[config.mk]
export PLATFORM = sky130hd
export DESIGN_NAME = srm_mem_ctrl
export DESIGN_NICKNAME = d
export VERILOG_FILES = /design/src/rtl/srm_mem_pkg.sv /design/src/rtl/srm_wait_cnt.sv /design/src/rtl/srm_mem_ctrl.sv
export SDC_FILE = /design/constraint.sdc
export NUM_CORES = 1
export LEC_CHECK = 0
export ABC_AREA = 1
export ABC_CLOCK_PERIOD_IN_PS = 4050
export CORE_MARGIN = 1.5
export CORE_UTILIZATION = 45
export CTS_BUF_LIST = sky130_fd_sc_hd__clkbuf_4
export CTS_CLUSTER_DIAMETER = 60
export CTS_CLUSTER_SIZE = 25
export DETAILED_ROUTE_END_ITERATION = 7
export PLACE_DENSITY = 0.87
export SYNTH_ARGS = -nofsm -noshare
export SYNTH_HDL_FRONTEND = slang
export SYNTH_HIERARCHICAL = 1
export SYNTH_SLANG_ARGS = --single-unit
[constraint.sdc]
create_clock -name clk -period 4.05 [get_ports clk]
set_input_delay 0.81 -clock clk [delete_from_list [all_inputs] [get_ports clk]]
set_output_delay 0.81 -clock clk [all_outputs]
set_load 0.01 [all_outputs]
[src/rtl/srm_mem_pkg.sv]
// Shared types and widths for the SRM external memory controller.
package srm_mem_pkg;
  localparam int SRM_ADDR_W = 22;
  localparam int SRM_DATA_W = 32;

  typedef enum logic [1:0] {
    IDLE   = 2'd0,
    ACCESS = 2'd1,
    DONE   = 2'd2
  } mem_state_t;

  // Wait counter must hold WAIT_STATES; never narrower than one bit.
  function automatic int cnt_width(input int ws);
    return (ws < 1) ? 1 : $clog2(ws + 1);
  endfunction
endpackage

[src/rtl/srm_wait_cnt.sv]
// Loadable down-counter that stops at zero; zero flag marks terminal count.
module srm_wait_cnt #(
  parameter int WIDTH = 2
) (
  input  logic             clk,
  input  logic             rst_b,
  input  logic             load,
  input  logic [WIDTH-1:0] load_val,
  input  logic             dec,
  output logic [WIDTH-1:0] count,
  output logic             zero
);

  always_ff @(posedge clk) begin
    if (!rst_b) begin
      count <= '0;
    end else if (load) begin
      count <= load_val;
    end else if (dec && (count != '0)) begin
      count <= count - 1'b1;
    end
  end

  assign zero = (count == '0);

endmodule

[src/rtl/srm_mem_ctrl.sv]
// SRAM-style memory controller: one word per request, programmable wait states.
//
//  state  | meaning
//  IDLE   | waiting for mr; accepts a request and latches address/data/direction
//  ACCESS | strobes active, wait counter running; read data captured on the last cycle
//  DONE   | strobes released, En high for one cycle so the core consumes the result
module srm_mem_ctrl
  import srm_mem_pkg::*;
#(
  parameter int ADDR_W      = SRM_ADDR_W,
  parameter int DATA_W      = SRM_DATA_W,
  parameter int WAIT_STATES = 2
) (
  input  logic              clk,
  input  logic              Res,
  input  logic              mr,
  input  logic              mem_we,
  input  logic [ADDR_W-1:0] Address,
  input  logic [DATA_W-1:0] D_out,
  output logic [DATA_W-1:0] D_in,
  output logic              En,
  output logic [ADDR_W-1:0] ext_addr,
  output logic [DATA_W-1:0] ext_wdata,
  input  logic [DATA_W-1:0] ext_rdata,
  output logic              ext_cs_n,
  output logic              ext_oe_n,
  output logic              ext_we_n
);

  localparam int CNT_W = cnt_width(WAIT_STATES);
  localparam logic [CNT_W-1:0] WS_LOAD = CNT_W'(WAIT_STATES);

  mem_state_t       state;
  logic             we_q;
  logic [CNT_W-1:0] cnt;
  logic             cnt_zero;
  logic             start;

  assign start = (state == IDLE) && mr;

  srm_wait_cnt #(.WIDTH(CNT_W)) u_wait_cnt (
    .clk      (clk),
    .rst_b    (Res),
    .load     (start),
    .load_val (WS_LOAD),
    .dec      (state == ACCESS),
    .count    (cnt),
    .zero     (cnt_zero)
  );

  // Strobes are registered on entry to / exit from ACCESS so they track the state exactly.
  always_ff @(posedge clk) begin
    if (!Res) begin
      state     <= IDLE;
      D_in      <= '0;
      ext_addr  <= '0;
      ext_wdata <= '0;
      we_q      <= 1'b0;
      ext_cs_n  <= 1'b1;
      ext_oe_n  <= 1'b1;
      ext_we_n  <= 1'b1;
    end else begin
      case (state)
        IDLE: begin
          if (mr) begin
            ext_addr  <= Address;
            ext_wdata <= D_out;
            we_q      <= mem_we;
            ext_cs_n  <= 1'b0;
            ext_oe_n  <= mem_we;
            ext_we_n  <= ~mem_we;
            state     <= ACCESS;
          end
        end
        ACCESS: begin
          if (cnt_zero) begin
            if (!we_q) D_in <= ext_rdata;
            ext_cs_n <= 1'b1;
            ext_oe_n <= 1'b1;
            ext_we_n <= 1'b1;
            state    <= DONE;
          end
        end
        DONE:    state <= IDLE;
        default: state <= IDLE;
      endcase
    end
  end

  assign En = (state == DONE) || ((state == IDLE) && !mr);

endmodule
### After elaboration in Yosys (flattened, before gate mapping)

Cells that the tools add are included.

| storage, ports and cells | value |
|---|---|
| flip-flop bits (word level) | 94 |
| input port bits | 90 |
| output and inout port bits | 90 |
| logic and storage cells | 45 |

| operators by class | value |
|---|---|
| add/subtract/negate cells | 1 |
| equal/unequal tests | 4 |
| muxes and demuxes | 12 |
| bitwise operators | 3 |
| reductions and logical operators | 15 |

Operators with widths:

| operator | number |
|---|---|
| 2-to-1 mux 2 bit | 4 |
| case mux 1 bit (2 select lines) | 3 |
| AND reduction 3 bit | 2 |
| nonzero test 2 bit | 3 |
| zero test 2 bit | 2 |
| 2-to-1 mux 1 bit | 4 |
| inequality test 2 bit, second input constant | 2 |
| case mux 2 bit (2 select lines) | 1 |
| AND reduction 2 bit | 2 |
| logical AND 1 bit | 3 |
| NOT 1 bit | 3 |
| equality test 2 x 1 -> 1 bit, second input constant | 1 |
| equality test 2 bit, second input constant | 1 |
| OR reduction 2 bit | 1 |
| subtractor 2 x 1 -> 2 bit, second input constant | 1 |
| zero test 1 bit | 1 |
| logical OR 1 bit | 1 |

### Depth between registers and ports, before layout

| depth | value |
|---|---|
| word-level depth | 4 |
| mapped depth | 10 |
| depth with buffers taken out | 9 |

### Hierarchy

Netlist, hierarchy kept.

By module, submodules not included:

| module | times used | cells an instance | area each (um^2) | seq. area each (um^2) |
|---|---|---|---|---|
| srm_mem_ctrl | 1 | 481 | 3663.5 | 1841.8 |
| srm_wait_cnt | 1 | 24 | 136.4 | 40.0 |

### Worst setup path before layout

OpenSTA, ideal clock, no wires.

| path | value |
|---|---|
| path type | input -> output |
| from | input mr |
| to | output En |
| arrival time | 1.028 ns |
| data required time | 3.240 ns |
| path slack | 2.212 ns |
| stages on the path | 1 |
| path buffers | 0 |
| cell sequence | a21oi_1 |

| on the way | value |
|---|---|
| longest elaborated chain between the ends | 3 |

RTL lines:

| element | line | text |
|---|---|---|
| from (decl) | srm_mem_ctrl.sv:16 | `input logic mr,` |
| zero test 1 bit | srm_mem_ctrl.sv:90 | `assign En = (state == DONE) \|\| ((state == IDLE) && !mr);` |
| logical AND 1 bit | srm_mem_ctrl.sv:90 |  |
| logical OR 1 bit | srm_mem_ctrl.sv:90 |  |
| to (decl) | srm_mem_ctrl.sv:21 | `output logic En,` |

No other way between the ends.

### Worst setup path after layout

Ends and elaborated chain as after synthesis.

==> impl_summary.txt <==
----------------------------------------------------
[Drt]
  Routed Antenna Nets ... 0
  Number of vias per cell after detailed routing ... ~4.7
  Via count ... about 3.6k
  Drt first pass iters ... 4
  Count of routing violations after the opening detailed-route iteration ... 90
  Number of remaining DRC errors ... 0
  Post-detailed-routing wire length ... 9840 µm
  WL/cell ... between 10 and 15 µm

[Yosys]
  Net count after synthesis ... just under 600
  Commonest cells in the synthesized netlist ... nor2_1 (179), dfxtp_1 (94), o21bai_1 (54)
  Warnings from Yosys ... 6
  Most used standard cell by instance count after synthesis ... nor2_1
  Post-synthesis sequential element count ... 94
  Cells after synthesis ... ~510
  Post-synthesis sequential area ratio ... about half
  Cell area after synthesis ... 3800 µm²
  Number of enable-type register cells in the synthesized netlist ... 0
  Share of the synthesized area in the top cell type ... between 40% and 50%
  Count of different cell masters after synthesis ... 19
  Top cell type by total area after synthesis ... dfxtp_1
  Dominant register cell in the synthesized netlist ... dfxtp_1
  Async set or reset register ratio after synthesis ... 0%
  Mean instance size in the synthesized netlist ... between 7 and 8 µm²
  Dominant cells by area after synthesis ... dfxtp_1 (50%), nor2_1 (18%), o21bai_1 (11%)

[Worst setup path]
  Required @ worst endpoint ... between 3 and 4 ns
  Worst reg2reg path depth ... 7
  R2R setup slack ... between 1.5 and 2 ns
  Largest fanout on the critical path ... 3
  Critical path startpoint category ... input pin
  RR Startpoint ... state[0]
  Worst setup EP type ... output port
  Crit Path Class ... in2out
  Arrival time of the worst setup path ... about 2 ns
  End of the worst register-to-register path ... u_wait_cnt/count[1]

[Power]
  Tot Pwr ... about 0.0022 W
  Internal Pwr Total ... approximately 0.0015 W
  Net switching share of the total power ... between 20% and 30%
  Proportion of power drawn by flip-flops and latches ... roughly half
  Max VDD drop ... 0.188 mV
  Power Dens Cells ... around 380 nW/µm²
  Proportion of power drawn by the clock network ... between 20% and 30%
  Static Leakage ... ~2.4 nW
  Sw power ... approximately 0.00064 W
  Gate power share ... between 20% and 30%

[Final layout]
  Ratio of cells with drive above 1 in the final layout ... under 10%
  Fill count ... 684
  Area growth, synth to finish ... 49.4%
  Multi-input logic area ... between 1500 and 2000 µm²
  Combined flip-flop and latch cell area ... 1880 µm²
  # nets final ... 759
  Number of inserted diodes ... 0

[STA]
  Max-slew headroom at the worst pin ... about 18%
  Max Slew Vio Count ... 0
  Time the worst path needs with I/O delays and setup ... around 2.8 ns
  Layout Skew ... 0.0161 ns
  Smallest hold slack ... roughly 0.5 ns
  RSZ-0062 raised after global routing ... false
  Highest attainable clock frequency ... roughly 0.36 GHz
  TNS Setup ... 0 ns
  Count of endpoints failing hold in the final timing report ... 0
  Transition time at the pin with the least slew margin ... approximately 1.2 ns
  Final count of negative-setup-slack endpoints ... 0
  Final period util ... between 60% and 70%

[Clocking]
  Num CTS Buffers ... 9
  Sinks on Clock Net ... 94
  Post-CTS Setup Bufs ... 0
  Clock latency on the worst-skew pair ... between 0.4 and 0.5 ns
  Clock transition time at the flip-flop clock pins of the worst setup and hold paths ... between 0.1 and 0.15 ns
  H-tree Lvls ... 3
  Clock root buffer ... clkbuf_4
  Buffer depth of the longest clock path ... 2
  Resize count post-CTS ... 0
  Hold-fix buffers, CTS ... 0
  TritonCTS clock tree ... done

[Min path]
  Number of stages on the worst hold path ... 2
  Worst min path class ... reg2reg
  WHS Endpoint ... ext_cs_n
  Hold path startpoint ... ext_cs_n

[Flow run]
  MaxCap Viol Count ... 0

[Run status]
  Outcome ... finished clean

[Floorplan]
  Core Box Area ... a little over 8000 µm²
  Initial cell density of the core ... roughly 46%
  Y dimension of the die ... approximately 95 µm
  DIE AREA ... 9000 µm²
  Top-Level Pins ... 180
  Number of cell rows ... 33
  Width of the die ... 94.9 µm

[Global route]
  Antenna violations before repair ... 0
  GRT overflow ... 0
  Maximum number of pins on one net before global-route repair ... 60
  GR Util All Layers ... 21.5%
  Wire length of the first global-routing pass ... between 15000 and 20000 µm
  Via count of the first global-routing pass ... ~3.3k

[Placement]
  Number of port buffers ... about 180
  DPL Wire Length ... between 7000 and 8000 µm
  Global placer's final weighted congestion ... around 0.71

----------------------------------------------------
==> worst max-delay path, stage by stage <==
cell and delay, ns:
clkdlybuf4s50_1 0.46, a21oi_1 0.18, clkdlybuf4s50_1 0.56
==> final cells by class <==
cell class	count	share of cell area, %
clock buffer	9	1.19
inverter	45	2.97
timing repair buffer	183	32.1
clock inverter	7	1.12
tap	105	2.31
multi-input combinational	335	27.2
sequential	94	33.1
==> per-stage QoR <==
step | instances | utilization, % | cell area, µm² | setup slack, ns
2_1_floorplan | 505 | - | 3800 | 2.21
3_3_place_gp | 762 | 67.5 | 5550 | 1.27
3_5_place_dp | 762 | 67.5 | 5550 | 1.25
4_1_cts | 778 | 69.1 | 5680 | 1.23
5_1_grt | 778 | 69.1 | 5680 | 1.18
6_report | 778 | 69.1 | 5680 | 1.23
==> cell usage in the layout, fill, tap and decap left out, drive strengths merged <==
cell type	netlist	final
nand3	40	40
ha	1	1
nor2	183	183
conb	2	2
clkbuf	7	9
clkdlybuf4s50	0	179
a21oi	2	2
buf	24	4
clkinv	0	5
bufinv	0	1
o21ai	1	1
dfxtp	94	94
inv	45	46
o21bai	54	54
nand2	52	52
==> flip-flops by register name (all words and copies together) (netlist names) <==
| register | count |
|---|---|
| D_in | 32 |
| u_wait_cnt/count | 2 |
| state | 2 |
| ext_addr | 22 |
| we_q | 1 |
| ext_we_n | 1 |
| ext_oe_n | 1 |
| ext_cs_n | 1 |
| ext_wdata | 32 |
==> power groups by stage <==
stage	Combinational [W]	Clock (W)	Sequential (W)
6_report	0.000609	0.000487	0.00107
2_1_floorplan	0.000272	0	0.00113
3_3_place_gp	0.000596	0	0.00109
3_5_place_dp	0.000610	0	0.00109
4_1_cts	0.000613	0.000504	0.00107
5_1_grt	0.000668	0.000548	0.00108
==> per-layer routing <==
metal  track usage [%]  share of wire [%]  up-vias
met5                 0                  0        -
met3              8.53                9.8        7
met4              4.48               0.65        0
met2              36.9                 48      130
li1                  -                  -     1873
met1              25.1                 42     1611
==> logic make-up (layout without fill, tap and decap cells) <==
| kind of cell | count (synthesis) | count (layout) | synth area share [%] |
|---|---|---|---|
| flops | 94 | 94 | 49.5 |
| other cells | 2 | 2 | 0.198 |
| buf+inv | 76 | 244 | 9.94 |
| simple gates | 275 | 275 | 28.9 |
| fa+ha+maj | 1 | 1 | 0.329 |
| compound gates | 57 | 57 | 11.1 |
==> worst max path at each step <==
stage / from / endpoint / slack (ns) / depth (start not counted)
floorplan: mr / En / 2.21 / 1
global placement: mr / En / 1.27 / 3
detailed placement: mr / En / 1.25 / 3
CTS: mr / En / 1.23 / 3
global route: mr / En / 1.18 / 3
finish: mr / En / 1.23 / 3
(Power assumes the default switching activity.)
